===== src/rtl/mt_xport_pkg.sv =====
// mt_xport_pkg
// Shared definitions for the MT tape transport sequencer: drive function
// codes as they appear in CS1[5:1], the sequencer state encoding and a
// helper that classifies function codes the transport acts on.
package mt_xport_pkg;

  localparam logic [4:0] FN_NOP    = 5'd0;
  localparam logic [4:0] FN_UNLOAD = 5'd1;
  localparam logic [4:0] FN_REWIND = 5'd3;
  localparam logic [4:0] FN_DRVCLR = 5'd4;
  localparam logic [4:0] FN_ERASE  = 5'd10;
  localparam logic [4:0] FN_WRTM   = 5'd11;
  localparam logic [4:0] FN_SPCFWD = 5'd12;
  localparam logic [4:0] FN_SPCREV = 5'd13;

  typedef enum logic [2:0] {
    ST_IDLE,
    ST_ACCEL,
    ST_MOVE,
    ST_SLOW,
    ST_DONE,
    ST_RWND
  } state_t;

  // Codes outside this set are dropped without touching any drive state.
  function automatic logic fn_known(input logic [4:0] fn);
    return fn inside {FN_NOP, FN_UNLOAD, FN_REWIND, FN_DRVCLR,
                      FN_ERASE, FN_WRTM, FN_SPCFWD, FN_SPCREV};
  endfunction

endpackage


===== src/rtl/mt_xport_timer.sv =====
// mt_xport_timer
// Loadable down counter used to time acceleration, per-record, slow-down
// and rewind periods. Loading a period P makes tc high on the last of the
// next P cycles; with no reload the count parks at zero with tc held high.
//   clk, rst : clock, synchronous active-high reset
//   load     : load a new period this cycle
//   period   : period length in cycles (must be >= 1)
//   tc       : terminal count, last cycle of the current period
module mt_xport_timer #(
  parameter int W = 16
) (
  input  logic         clk,
  input  logic         rst,
  input  logic         load,
  input  logic [W-1:0] period,
  output logic         tc
);

  localparam logic [W-1:0] ONE = {{(W-1){1'b0}}, 1'b1};

  logic [W-1:0] cnt;

  always_ff @(posedge clk) begin
    if (rst) begin
      cnt <= '0;
    end else if (load) begin
      cnt <= period - ONE;
    end else if (cnt != '0) begin
      cnt <= cnt - ONE;
    end
  end

  assign tc = (cnt == '0);

endmodule


===== src/rtl/mt_xport_seq.sv =====
// mt_xport_seq
// Tape transport motion sequencer for the TM03/TU45 emulation. Executes
// space, write tape mark, erase, rewind, unload and drive clear, keeps the
// tape position as a record counter and produces the raw drive status
// strobes consumed by the drive status register.
//   clk, rst          : clock, synchronous active-high reset
//   mtINIT            : controller init, aborts any motion
//   mtGO, mtFUN       : function strobe and function code
//   mtFC              : frame count (two's complement record count)
//   mtMOLIN, mtTMREC  : media present, tape mark at current record
//   mtDRY/PIP/SDWN    : ready, positioning, slowing-down levels
//   mtATA/SETIDB/CLRIDB/FCINC/UNLD : one-cycle pulses
//   mtTM/BOT/EOT      : tape mark, beginning / end of tape levels
//   mtPOS             : current record position
module mt_xport_seq
  import mt_xport_pkg::*;
#(
  parameter int unsigned ACCEL_CYC = 8,
  parameter int unsigned REC_CYC   = 16,
  parameter int unsigned SLOW_CYC  = 8,
  parameter int unsigned RWD_CYC   = 2,
  parameter logic [15:0] EOT_POS   = 16'd1000
) (
  input  logic        clk,
  input  logic        rst,
  input  logic        mtINIT,
  input  logic        mtGO,
  input  logic [4:0]  mtFUN,
  input  logic [15:0] mtFC,
  input  logic        mtMOLIN,
  input  logic        mtTMREC,
  output logic        mtDRY,
  output logic        mtPIP,
  output logic        mtSDWN,
  output logic        mtATA,
  output logic        mtSETIDB,
  output logic        mtCLRIDB,
  output logic        mtTM,
  output logic        mtBOT,
  output logic        mtEOT,
  output logic        mtFCINC,
  output logic        mtUNLD,
  output logic [15:0] mtPOS
);

  localparam logic [15:0] ACCEL_P = 16'(ACCEL_CYC);
  localparam logic [15:0] REC_P   = 16'(REC_CYC);
  localparam logic [15:0] SLOW_P  = 16'(SLOW_CYC);
  localparam logic [15:0] RWD_P   = 16'(RWD_CYC);

  // Position moves forward saturating at the end of the counter range and
  // backward flooring at BOT.
  function automatic logic [15:0] pos_inc(input logic [15:0] p);
    return (p == 16'hFFFF) ? p : p + 16'd1;
  endfunction

  function automatic logic [15:0] pos_dec(input logic [15:0] p);
    return (p == 16'd0) ? p : p - 16'd1;
  endfunction

  state_t      state;
  logic [4:0]  fun;
  logic [15:0] pos;

  logic        tc;
  logic        tmr_load;
  logic [15:0] tmr_period;
  logic        go_ok;
  logic        is_space;
  logic        rec_stop;
  logic [15:0] pos_nxt;

  // INIT in the same cycle as GO wins, so GO is simply not accepted.
  assign go_ok    = mtGO && !mtINIT && mtMOLIN && (state == ST_IDLE) && fn_known(mtFUN);
  assign is_space = (fun == FN_SPCFWD) || (fun == FN_SPCREV);

  // Evaluated on the record-pass cycle. WRTM/ERASE always stop after one
  // record; a space stops on a tape mark, on the record that takes the
  // frame count to zero, or when a reverse space reaches BOT.
  assign rec_stop = !is_space || mtTMREC || (mtFC == 16'hFFFF)
                    || ((fun == FN_SPCREV) && (pos <= 16'd1));

  assign pos_nxt = ((state == ST_RWND) || (fun == FN_SPCREV)) ? pos_dec(pos) : pos_inc(pos);

  // Timer reload points. A redundant load on a transition out of a timed
  // state is harmless since the next state either reloads or ignores tc.
  always_comb begin
    tmr_load   = 1'b0;
    tmr_period = REC_P;
    case (state)
      ST_IDLE: begin
        tmr_load   = go_ok;
        tmr_period = ((mtFUN == FN_REWIND) || (mtFUN == FN_UNLOAD)) ? RWD_P : ACCEL_P;
      end
      ST_ACCEL: begin
        tmr_load   = tc;
        tmr_period = REC_P;
      end
      ST_MOVE: begin
        tmr_load   = tc;
        tmr_period = rec_stop ? SLOW_P : REC_P;
      end
      ST_RWND: begin
        tmr_load   = tc;
        tmr_period = RWD_P;
      end
      default: begin
        tmr_load   = 1'b0;
        tmr_period = REC_P;
      end
    endcase
  end

  mt_xport_timer #(.W(16)) u_timer (
    .clk    (clk),
    .rst    (rst),
    .load   (tmr_load),
    .period (tmr_period),
    .tc     (tc)
  );

  always_ff @(posedge clk) begin
    if (rst) begin
      state    <= ST_IDLE;
      fun      <= FN_NOP;
      pos      <= 16'd0;
      mtDRY    <= 1'b1;
      mtPIP    <= 1'b0;
      mtSDWN   <= 1'b0;
      mtATA    <= 1'b0;
      mtSETIDB <= 1'b0;
      mtCLRIDB <= 1'b0;
      mtTM     <= 1'b0;
      mtBOT    <= 1'b1;
      mtEOT    <= 1'b0;
      mtFCINC  <= 1'b0;
      mtUNLD   <= 1'b0;
    end else begin
      mtATA    <= 1'b0;
      mtSETIDB <= 1'b0;
      mtCLRIDB <= 1'b0;
      mtFCINC  <= 1'b0;
      mtUNLD   <= 1'b0;
      if (mtINIT) begin
        state  <= ST_IDLE;
        mtDRY  <= 1'b1;
        mtPIP  <= 1'b0;
        mtSDWN <= 1'b0;
        mtTM   <= 1'b0;
      end else begin
        case (state)
          ST_IDLE: begin
            if (go_ok) begin
              fun      <= mtFUN;
              mtCLRIDB <= 1'b1;
              mtTM     <= 1'b0;
              case (mtFUN)
                FN_REWIND, FN_UNLOAD: begin
                  state <= ST_RWND;
                  mtPIP <= 1'b1;
                end
                FN_ERASE, FN_WRTM, FN_SPCFWD: begin
                  state <= ST_ACCEL;
                  mtDRY <= 1'b0;
                end
                FN_SPCREV: begin
                  if (pos == 16'd0) begin
                    state <= ST_DONE;
                    mtATA <= 1'b1;
                  end else begin
                    state <= ST_ACCEL;
                    mtDRY <= 1'b0;
                  end
                end
                default: state <= ST_IDLE;
              endcase
            end
          end

          ST_ACCEL: begin
            if (!mtMOLIN) begin
              state <= ST_DONE;
              mtDRY <= 1'b1;
              mtATA <= 1'b1;
            end else if (tc) begin
              state <= ST_MOVE;
            end
          end

          // Record boundary: position, BOT/EOT and record pulses move together.
          ST_MOVE: begin
            if (!mtMOLIN) begin
              state <= ST_DONE;
              mtDRY <= 1'b1;
              mtATA <= 1'b1;
            end else if (tc) begin
              pos     <= pos_nxt;
              mtBOT   <= (pos_nxt == 16'd0);
              mtEOT   <= (pos_nxt >= EOT_POS);
              mtFCINC <= 1'b1;
              if ((fun == FN_SPCFWD) && (pos == 16'd0)) mtSETIDB <= 1'b1;
              if ((fun == FN_WRTM) || (is_space && mtTMREC)) mtTM <= 1'b1;
              if (rec_stop) begin
                state  <= ST_SLOW;
                mtSDWN <= 1'b1;
              end
            end
          end

          ST_SLOW: begin
            if (!mtMOLIN || tc) begin
              state  <= ST_DONE;
              mtSDWN <= 1'b0;
              mtDRY  <= 1'b1;
              mtATA  <= 1'b1;
            end
          end

          // Rewind/unload: position counts down at the fast rewind rate.
          ST_RWND: begin
            if (!mtMOLIN) begin
              state <= ST_DONE;
              mtPIP <= 1'b0;
              mtATA <= 1'b1;
            end else if (pos == 16'd0) begin
              state  <= ST_DONE;
              mtPIP  <= 1'b0;
              mtATA  <= 1'b1;
              mtUNLD <= (fun == FN_UNLOAD);
            end else if (tc) begin
              pos   <= pos_nxt;
              mtBOT <= (pos_nxt == 16'd0);
              mtEOT <= (pos_nxt >= EOT_POS);
              if (pos == 16'd1) begin
                state  <= ST_DONE;
                mtPIP  <= 1'b0;
                mtATA  <= 1'b1;
                mtUNLD <= (fun == FN_UNLOAD);
              end
            end
          end

          ST_DONE: state <= ST_IDLE;

          default: state <= ST_IDLE;
        endcase
      end
    end
  end

  assign mtPOS = pos;

endmodule


===== config.mk =====
export PLATFORM = sky130hd
export DESIGN_NAME = mt_xport_seq
export DESIGN_NICKNAME = d
export VERILOG_FILES = /design/src/rtl/mt_xport_pkg.sv /design/src/rtl/mt_xport_timer.sv /design/src/rtl/mt_xport_seq.sv
export SDC_FILE = /design/constraint.sdc
export NUM_CORES = 1
export LEC_CHECK = 0
export ABC_AREA = 1
export CORE_UTILIZATION = 52
export CTS_CLUSTER_SIZE = 30
export DETAILED_ROUTE_END_ITERATION = 16
export GPL_TIMING_DRIVEN = 0
export PLACE_DENSITY = 0.74
export SETUP_SLACK_MARGIN = 0.05
export SYNTH_ARGS = -nofsm -noshare
export SYNTH_HDL_FRONTEND = slang
export SYNTH_HIERARCHICAL = 1
export SYNTH_SLANG_ARGS = --single-unit

===== constraint.sdc =====
create_clock -name clk -period 6.1 [get_ports clk]
set_input_delay 0.915 -clock clk [delete_from_list [all_inputs] [get_ports clk]]
set_output_delay 0.915 -clock clk [all_outputs]
set_load 0.03 [all_outputs]

Word level (Yosys, flattened, before mapping)
Index checks and enable logic that the tools add are counted.

Add/sub/neg operators: 4. Bitwise operators: 6. Multiplexer cells: 77. Reduce and logical (&&, ||, !) cells: 47. Order comparisons: 2. Equal/unequal tests: 35.

Operators with widths (count): 16-bit 2-to-1 mux (9); 16-bit logical NOT (3); 1-bit 2-to-1 mux (41); 3-bit 2-to-1 mux (12); 5-bit by 4-bit == test with 1-bit output (second input constant) (7); 16-bit == test (second input constant) (2); 16-bit case mux with 2 select lines (1); 16-bit by 1-bit subtractor with 16-bit output (second input constant) (2); 5-bit AND reduction (4); 2-bit != test (second input constant) (9); 16-bit by 1-bit adder with 16-bit output (second input constant) (1); 16-bit by 1-bit == test with 1-bit output (second input constant) (1); 16-bit by 10-bit >= comparator with 1-bit output (second input constant) (1); 16-bit by 1-bit <= comparator with 1-bit output (second input constant) (1); 16-bit nonzero test (1); 3-bit case mux with 5 select lines (1); 5-bit case mux with 3 select lines (1); 1-bit case mux with 2 select lines (7); 3-bit != test (second input constant) (4); 5-bit by 1-bit == test with 1-bit output (second input constant) (2); 2-bit nonzero test (5); 3-bit case mux with 3 select lines (1); 3-bit OR reduction (3); 1-bit logical OR (8); 27 further kinds (44).

Logic and storage cells: 186. Output and inout port bits: 27. Register bits: 51.

Logic depth before layout (Yosys ltp)
Depth in word-level cells: 10. Mapped depth: 20. Gate-level depth less buffers: 19.

By module
The synthesis kept the hierarchy.

By module, submodules not included: mt_xport_seq (instances 1, area an instance 3046.7 um2, cells an instance 507, sequential area each 700.7 um2); mt_xport_timer (instances 1, area an instance 1089.8 um2, cells an instance 194, sequential area each 320.3 um2).

Least setup slack after synthesis
Ideal clock, no wire load.

Path type: input -> register. Start point: input mtFUN[1]. End point: register u_timer.cnt[12]. Arrival: 2837 ps. Setup slack: 3139 ps. Required time: 5976 ps. Stages: 17. Cells stage by stage: inv_1 -> nand2_1 -> a21oi_1 -> nor2_1 -> nand2_1 -> nand2_1 -> nand2_1 -> buf_2 -> o21ai_0 -> inv_1 -> ha_1 -> nand3_1 -> or2_1 -> nor2_2 -> nand3_1 -> nand3_1 -> nor2_1.

Elaborated cells between the ends (all ways): 17.

RTL lines: start: declaration (RTL line mt_xport_seq.sv:28) `input logic [4:0] mtFUN,`; 5-bit by 1-bit == test with 1-bit output, or another cell as far along (RTL line mt_xport_pkg.sv:27) `return fn inside {FN_NOP, FN_UNLOAD, FN_REWIND, FN_DRVCLR,`; 8-bit nonzero test * (RTL line mt_xport_pkg.sv:27); 1-bit logical AND * (RTL line mt_xport_seq.sv:74) `assign go_ok = mtGO && !mtINIT && mtMOLIN && (state == ST_IDLE) && fn_known(mtFUN);`; 1-bit case mux with 2 select lines * (RTL line mt_xport_seq.sv:90) `case (state)`; net tmr_load (RTL line mt_xport_seq.sv:66) `logic tmr_load;`; 16-bit 2-to-1 mux or 2-bit nonzero test (tied branches); end signal: assignment (RTL line mt_xport_timer.sv:27) `cnt <= period - ONE;`; end signal: assignment (RTL line mt_xport_timer.sv:29) `cnt <= cnt - ONE;`; end: declaration (RTL line mt_xport_timer.sv:21) `logic [W-1:0] cnt;`.

Mark *: on every way through the listed nets, which the timed path passes. The rest lies on a longest branch. A chain may end at the register's enable or synchronous reset.

Worst setup path in the final report
Same ends and word-level chain as after synthesis.

==> results <==
- The pin count of the biggest net entering global routing is 16.
- The hold violation count in the final report came to 0.
- The clock tree from TritonCTS is yes.
- The number of antenna violations at the first check in global routing is 0.
- The total via count after detailed routing is 4591.
- The number of global-route vias before repair is 4369.
- The final setup violation count is 0.
- The source-to-sink clock delay at the later pin of the worst-skew pair is 310 ps.
- For this run, the top clock speed supported by timing is 0.274 GHz.
- Data on the critical path arrives at its endpoint at 3850 ps.
- The run finished with clean final reports.
- The nature of the critical path endpoint is a flip-flop.
- Measured along the y axis, the die boundary spans 91.2 um.
- 0 antenna diodes ended up in the layout.
- For this run, asynchronously set or reset flops after synthesis account for 0.
- The number of slew-limit violations in the final report was 0.
- The analysis attributes to cell leakage a power of 2.31 nW.
- The cell count after synthesis is 701.
- For this design the ratio of total power to cell area is 240 mW/mm^2.
- The number of flops mapped to enable cells by yosys is 0.
- The clock passes through at most 2 buffers.
- The first-pass GRT wire length is 19700 um.
- Summing every instance area after synthesis gives 0.00414 mm^2.
- The total of flip-flops plus latches after synthesis is 51.
- The detail route stage leaves a number of antenna-violating nets equal to 0.
- In this run the worst hold path is classified as reg -> reg.
- For this run, the number of Yosys warnings is 6.
- The count of buffers added on input and output ports is 53.
- The number of sinks driven by the clock tree is 51.
- The total overflow left after global routing is 0.
- The number of hold buffers added after CTS was 0.
- In this run the clock root is driven by a clkbuf_8.
- The number of placement rows is 32.
- For this run, design rule violations remaining after detail routing come to 0.
- The synthesis-to-finish area growth is 19.1%.
- The maximum level of the CTS H-tree is 2.
- The pin slew with the least headroom to its limit is 1120 ps.
- The final layout contains routed wiring with a total length of 11700 um.
- The core box area is 0.00773 mm^2.
- Setup repair after global routing left no endpoint under its margin.
- The number of clock buffers inserted by TritonCTS is 5.
- The power after layout is 0.00118 W.
- The post-route clock skew is 8.93 ps.
- The setup total negative slack is 0 ps.
- The sum of net half-perimeters after detailed placement is 9090 um.
- The first detailed-routing pass took 5 iterations.
- The via density per instance is 5.24.
- The tool flagged a number of max-cap violations equal to 0.
- The number of DRC markers in iteration 0 is 239.
- The starting density of the core is 0.535.
- The mean cell area of the mapped netlist is 5.90 um^2.
- At the end of routability-driven placement, the weighted congestion stood at 0.943.
- In the final layout, the share of cells above drive strength 1 is 0.0917.
- The clock slew seen by the registers of the worst setup and hold paths is 100 ps.
- Gates resized during post-CTS repair numbered 0.
- Leaving out fill and tap cells, the most frequent cell in the layout is nand2_1.
- Dividing the final minimum period by the clock period gives 0.599.
- The post-synthesis sequential area ratio is 0.247.
- The worst-path maximum fanout is 10.
- The required time at the worst-slack endpoint is 6300 ps.
- The number of nets in the finished design is 805.
- After detailed routing, the average wire length per cell comes to 13.4 um.
- The post-layout minimum cycle time is 3650 ps.
- The type of origin of the critical path is an input port.
- Measured along the x axis, the die boundary spans 91.2 um.
- The floorplan step defined a die boundary enclosing 0.00832 mm^2.
- Pin placement for this block handled 54 I/O pins.
- The global-route usage over all layers is 0.291.
- The start-to-end type of the worst setup path is in -> reg.
- The setup fix buffers added after clock tree synthesis is 0.
- The unique cell type count in the Yosys netlist is 41.
- The maximum vdd drop is 0.229 mV.
- In the layout the commonest cells are nand2_1, nor2_1, inv_1, nand3_1, clkdlybuf4s50_1.
- The top flip-flop cell by instance count after synthesis is dfxtp_1.
- The headroom to the max-slew limit is 0.248.
kinds of logic (layout without fill, tap and decap cells):
family | after synthesis | count (layout) | synth area share
AOI/OAI and AO/OA | 90 | 90 | 0.121
xor gates and xnor gates | 15 | 15 | 0.0318
adders and majority gates | 5 | 5 | 0.0151
buffers and inverters | 105 | 166 | 0.114
DFF | 51 | 51 | 0.247
other | 1 | 13 | 0.000907
and+or+nand+nor | 434 | 434 | 0.470
per-stage QoR:
stage          cell area, um^2  utilization  instances  worst slack (ps)  hold slack [ps]
6_report                  4920        0.637        876              2450              472
5_1_grt                   4920        0.637        876              2090              499
4_1_cts                   4920        0.637        876              2490              475
3_5_place_dp              4840        0.626        868              2160              452
3_3_place_gp              4840        0.626        868              2210              444
2_1_floorplan             4180            -        713              3140              438
registers in the layout (all words and copies together), names as in the netlist:
register	count
fun	5
mtATA	1
mtBOT	1
mtCLRIDB	1
mtDRY	1
mtEOT	1
mtFCINC	1
mtPIP	1
mtPOS	16
mtSDWN	1
mtSETIDB	1
mtTM	1
mtUNLD	1
state	3
u_timer/cnt	16
power by group:
part	switching, W	total, W	leakage, nW	internal (W)
sequential	0.0000214	0.000400	0.414	0.000378
combinational	0.000380	0.000577	1.86	0.000197
clock	0.000123	0.000204	0.0412	0.0000807
total	0.000525	0.00118	2.31	0.000656
Yosys cell counts, types with 8 or more instances:
master / n / area, um^2
nand2_1: 213 / 800
nor2_1: 103 / 387
inv_1: 78 / 293
nand3_1: 55 / 275
dfxtp_1: 51 / 1020
a21oi_1: 35 / 175
o21ai_0: 32 / 160
xor2_1: 13 / 114
nand4_1: 12 / 75.1
nor2_2: 11 / 68.8
buf_6: 9 / 101
nand2_2: 9 / 56.3
inv_2: 8 / 30.0
final cells by class:
class,instances,area (um^2)
well taps,102,128
flip-flops and latches,51,1020
inverters,88,335
clock buffers,6,72.6
fillers,752,2800
plain buffers,17,138
repair buffers,53,531
clock inverters,2,12.5
multi-input cells,557,2690
path summary, 6_finish.rpt:
path,from,endpoint,slack [ps],cells after the start
setup / recovery,mtFUN[1],u_timer/cnt[12],2450,19
hold / removal,mtSDWN,mtSDWN,470,2
setup reg to reg,u_timer/cnt[13],u_timer/cnt[12],2700,15
hold reg to reg,mtSDWN,mtSDWN,470,2
metal layers:
metal	global-route usage	routed length, um	up-vias
met4	0.130	396	0
met3	0.0360	576	33
met5	0	0	-
li1	-	-	2358
met2	0.528	5740	145
met1	0.340	4980	2055
worst max-delay path, stage by stage:
cell,delay [ps]
clkdlybuf4s50_1,480
inv_1,80
nand2_1,150
a21oi_1,110
nor2_1,170
nand2_1,70
nand2_1,200
nand2_1,150
buf_2,220
nand2_1,70
o21ai_0,90
inv_1,70
ha_1,180
nand3_1,180
or2_1,280
nor2_2,180
nand3_1,90
nand3_1,90
nor2_1,50
Note: power is estimated with default switching activity, not from simulation.
